**src/rtl/cic_pkg.sv**
```systemverilog
// Shared types and constants for the CIC decimation controller.
// Latency: n/a (types only).
// Backpressure: n/a (types only).
package cic_pkg;

    localparam int DefaultRateBits = 8;

    typedef enum logic [1:0] {
        IDLE  = 2'd0,
        COUNT = 2'd1,
        FIRE  = 2'd2,
        HOLD  = 2'd3
    } cic_decim_state_t;

endpackage

```
**src/rtl/cic_decim_ctrl.sv**
```systemverilog
// Decimation controller: keeps every R-th accepted integrator sample and hands it to the comb stage.
// Latency: the R-th accept at edge N raises comb_in_valid during cycle N+1; in_ready is registered.
// Backpressure: in_ready drops from the R-th accept until the comb output handshakes (optional overrun counter: CIC_DECIM_CTRL_OVERRUN_COUNT_EN).
module cic_decim_ctrl
    import cic_pkg::*;
#(
    parameter int WordLengthBits = 12,
    parameter int RateBits       = DefaultRateBits
) (
    input  logic                             clk,
    input  logic                             rst_n,
    input  logic                             enable,
    input  logic        [RateBits-1:0]       rate,
    input  logic signed [WordLengthBits-1:0] in,
    input  logic                             in_valid,
    output logic                             in_ready,
    output logic signed [WordLengthBits-1:0] comb_in,
    output logic                             comb_in_valid,
    input  logic                             comb_out_valid,
    output logic                             comb_out_ready,
    output logic                             out_valid,
    input  logic                             out_ready,
    output logic        [15:0]               overrun_count
);

    localparam logic [RateBits-1:0] PhaseOne = RateBits'(1);

    cic_decim_state_t    state;
    logic [RateBits-1:0] phase;
    logic [RateBits-1:0] r_lat;
    logic [RateBits-1:0] phase_next;

    // The comb output handshake passes straight through.
    assign comb_out_ready = out_ready;
    assign out_valid      = comb_out_valid;

    // phase never exceeds r_lat, so phase+1 cannot wrap.
    assign phase_next = phase + PhaseOne;

    // Control FSM; in_ready and comb_in_valid are registered alongside the state.
    always_ff @(posedge clk or negedge rst_n) begin
        if (!rst_n) begin
            state         <= IDLE;
            phase         <= '0;
            r_lat         <= PhaseOne;
            comb_in       <= '0;
            comb_in_valid <= 1'b0;
            in_ready      <= 1'b0;
        end else begin
            case (state)
                IDLE: begin
                    comb_in_valid <= 1'b0;
                    if (enable) begin
                        // rate is only sampled here; later changes wait for the next run.
                        r_lat    <= (rate == '0) ? PhaseOne : rate;
                        phase    <= '0;
                        state    <= COUNT;
                        in_ready <= 1'b1;
                    end
                end
                COUNT: begin
                    if (!enable) begin
                        // Abandon the partial group.
                        phase    <= '0;
                        state    <= IDLE;
                        in_ready <= 1'b0;
                    end else if (in_valid) begin
                        if (phase_next == r_lat) begin
                            comb_in       <= in;
                            phase         <= '0;
                            state         <= FIRE;
                            comb_in_valid <= 1'b1;
                            in_ready      <= 1'b0;
                        end else begin
                            phase <= phase_next;
                        end
                    end
                end
                FIRE: begin
                    comb_in_valid <= 1'b0;
                    state         <= HOLD;
                end
                HOLD: begin
                    if (comb_out_valid && out_ready) begin
                        if (enable) begin
                            state    <= COUNT;
                            in_ready <= 1'b1;
                        end else begin
                            state <= IDLE;
                        end
                    end
                end
                default: begin
                    state         <= IDLE;
                    phase         <= '0;
                    comb_in_valid <= 1'b0;
                    in_ready      <= 1'b0;
                end
            endcase
        end
    end

`ifdef CIC_DECIM_CTRL_OVERRUN_COUNT_EN
    logic [15:0] overrun_q;

    // Count cycles where a sample is offered but cannot be taken while running; saturates.
    always_ff @(posedge clk or negedge rst_n) begin
        if (!rst_n) begin
            overrun_q <= 16'h0000;
        end else if ((state != IDLE) && in_valid && !in_ready && (overrun_q != 16'hFFFF)) begin
            overrun_q <= overrun_q + 16'd1;
        end
    end

    assign overrun_count = overrun_q;
`else
    assign overrun_count = 16'h0000;
`endif

endmodule

```
**config.mk**
```make
export PLATFORM = sky130hd
export DESIGN_NAME = cic_decim_ctrl
export DESIGN_NICKNAME = d
export VERILOG_FILES = /design/src/rtl/cic_pkg.sv /design/src/rtl/cic_decim_ctrl.sv
export SDC_FILE = /design/constraint.sdc
export NUM_CORES = 1
export LEC_CHECK = 0
export ABC_AREA = 1
export BUFFER_PORTS_ARGS = -buffer_cell sky130_fd_sc_hd__buf_2
export CAP_MARGIN = 20
export CELL_PAD_IN_SITES_DETAIL_PLACEMENT = 0
export CELL_PAD_IN_SITES_GLOBAL_PLACEMENT = 1
export CORE_UTILIZATION = 36
export DETAILED_ROUTE_END_ITERATION = 6
export MAX_ROUTING_LAYER = met4
export PLACE_DENSITY = 0.78
export SYNTH_ARGS = -nofsm -noshare
export SYNTH_HDL_FRONTEND = slang
export SYNTH_SLANG_ARGS = --single-unit
export TNS_END_PERCENT = 50
```
**constraint.sdc**
```tcl
create_clock -name clk -period 2 [get_ports clk]
set_input_delay 0.2 -clock clk [delete_from_list [all_inputs] [get_ports clk]]
set_output_delay 0.2 -clock clk [all_outputs]
set_load 0.05 [all_outputs]
```
==> key figures <==
Run status
  – Outcome: finished, violations left
  – Failing checks: hold timing

Timing
  – Worst-margin pin slew: 0.7619 ns
  – Final Max Tran Viols: 0
  – RSZ-0062 raised after global routing: yes
  – Min Hold Slack: -0.01299 ns
  – # setup viols final: 0
  – Setup Skew: 0.003947 ns
  – Crit share post-route: 91.71%
  – Worst rel slew slack: 49.21%
  – Final hold violations: 31
  – Crit path time final: 1.834 ns
  – Fmax: 545.2 MHz

Detailed routing
  – Final WL: 3.983 mm
  – Residual DRC: 0
  – Initial DRT Pass Iterations: 5
  – Routed len/inst: 10.65 um
  – Post-route ant nets: 0
  – Post-DR vias/cell: 4.307
  – DRT iter0 DRCs: 79
  – Via count: 1611

CTS
  – Clock sinks: 32
  – TritonCTS clock tree: done
  – CTS buffer count: 5
  – Clock insertion delay at the later pin of the skew report: 0.28 ns
  – Clock transition at path regs: 0.07 ns
  – Htree depth: 2
  – CTS root buffer: clkbuf_8
  – Clock Path Buffers: 2

Floorplan
  – Num ports: 58
  – Die area: 5556 um^2
  – Chip height: 74.54 um
  – DIE WIDTH: 74.54 um
  – # rows: 26
  – CORE AREA: 5075 um^2
  – Starting density of the core: 37.33%

Global route
  – GRT Residual Overflow: 0
  – M2 GR Usage: 24.02%
  – GRT Util Overall: 16.48%
  – Vias in the first global route: 1461
  – Gr busiest metal: met2
  – Met1 Use GR: 22.04%
  – Largest net degree at the start of global routing: 33
  – Global-route wire length before repair: 6.630 mm
  – Met3 Use GR: 3.523%
  – Initial antenna violation count: 0

Worst setup path
  – CP arrival: 2.01 ns
  – Crit-path max FO: 13
  – Worst r2r src: phase[1]
  – Crit Path Category: flop to flop
  – Worst Path Required: 2.18 ns
  – Critical Path Source: phase[1]
  – Worst Setup Start Kind: flop
  – CP endpoint kind: flop

Power
  – Pwr/cell area: 1046 nW/um^2
  – Maximum VDD drop: 0.4394 mV
  – Total power: 2354 uW
  – Leak Pwr: 0.001278 uW

Logic synthesis
  – Syn. warnings: 0
  – Most area-consuming cells after synthesis: dfrtp_1 41%, nand2_1 21%, buf_4 7.1%
  – Post-synth EDFFs: 0
  – Top-area cell type share of the netlist area: 40.95%
  – Synth Register Bits: 32
  – Synth Cell Area: 1894 um^2
  – Sequential share of the synthesized area: 42.34%
  – Prevailing post-synth register cell: dfrtp_1
  – Yosys top cell by area: dfrtp_1
  – FFs w/ async S/R, synth: 100.0%
  – Synth cell types: 28
  – Synth Instances: 257
  – Syn avg cell area: 7.371 um^2

Finish
  – Nets: 330
  – Commonest non-fill, non-tap cell in the layout: nand2_1
  – Ratio of cells with drive above 1 in the final layout: 25.33%
  – Commonest non-fill, non-tap cells in the layout: 105 x nand2_1, 41 x buf_2, 31 x dfrtp_1
  – Antenna cells: 0
  – Syn-to-layout area delta: 18.76%

Place
  – DP HPWL: 2.933 mm
  – Placer Congestion: 0.7305
  – IO Port Bufs: 41

Hold path
  – Hold Crit Class: primary input to async pin

Job
  – # Max-Cap Violations: 0
routing by layer:
| metal | share of wire (%) | vias up |
|---|---|---|
| li1 | - | 852 |
| met2 | 44 | 41 |
| met5 | 0 | - |
| met3 | 4.1 | 6 |
| met1 | 50 | 712 |
| met4 | 1.4 | 0 |
what timing repair did:
item	in CTS	in global routing
resized for setup	0	6
hold buffers	0	0
setup buffers	0	0
endpoints found under the setup margin	0	21
synth_stat cells (2+ instances only):
master,instances
dfrtp_1,31
clkinv_1,2
nand2_1,106
o21ai_0,7
nand4_1,5
nor3_1,2
buf_6,2
nor2_4,5
inv_1,25
buf_4,18
nand3_1,21
nor2_1,7
nand2_2,4
nor2_2,2
inv_2,4
a21oi_1,4
sequential cells by signal (all words and copies together) (netlist names), named ones only:
signal	flops
comb_in	12
comb_in_valid	1
in_ready	1
phase	8
r_lat	8
state	1
critical path, stage by stage, from the launching register on:
cell,delay (ns)
dfrtp_1,0.42
ha_4,0.17
nand2_2,0.07
nor2_4,0.15
nand3_1,0.10
nand3_1,0.09
nand2_1,0.06
nor2_2,0.15
nand3_4,0.12
inv_2,0.10
nand3_4,0.15
nand2_1,0.10
nand2_1,0.05
power breakdown:
group,leakage [uW],total (uW),internal [uW],switching [uW]
Sequential,0.000423,916,803,112
Clock,0.0000510,516,274,242
Combinational,0.000804,921,283,639
final timing paths:
check	endpoint	slack (ns)	depth (start not counted)
setup / recovery	comb_in[4]	0.17	12
hold / removal	state[0]	-0.01	1
setup reg to reg	comb_in[4]	0.17	12
hold reg to reg	comb_in[8]	0.48	2
max in group asynchronous	phase[7]	1.53	1
min in group clk	comb_in[11]	0.11	3
metrics by stage:
step / cell area [um^2] / worst slack (ns) / setup TNS [ns] / util, % / std cells
5_1_grt: 2250 / -0.02604 / -0.1142 / 44.33 / 374
3_3_place_gp: 2125 / 0.09356 / 0 / 41.86 / 366
3_5_place_dp: 2125 / 0.07709 / 0 / 41.86 / 366
2_1_floorplan: 1951 / 0.2378 / 0 / - / 272
6_report: 2250 / 0.1658 / 0 / 44.33 / 374
4_1_cts: 2217 / 0.07355 / 0 / 43.69 / 374
logic make-up after synthesis:
logic type | Yosys count | share of synthesized area (%)
AOI/OAI and AO/OA | 14 | 4.095
and+or+nand+nor | 157 | 38.05
DFF | 32 | 42.34
buffers and inverters | 52 | 14.66
other | 1 | 0.1980
adders and majority gates | 1 | 0.6604
layout make-up:
cell class / instances / area [um^2]
Multi-Input combinational cell: 188 / 903.4
Timing Repair Buffer: 45 / 247.7
Clock buffer: 6 / 82.58
Clock inverter: 2 / 10.01
Fill cell: 547 / 2825
Sequential cell: 32 / 802.0
Tap cell: 70 / 87.58
Inverter: 31 / 116.4
(Power assumes the default switching activity.)
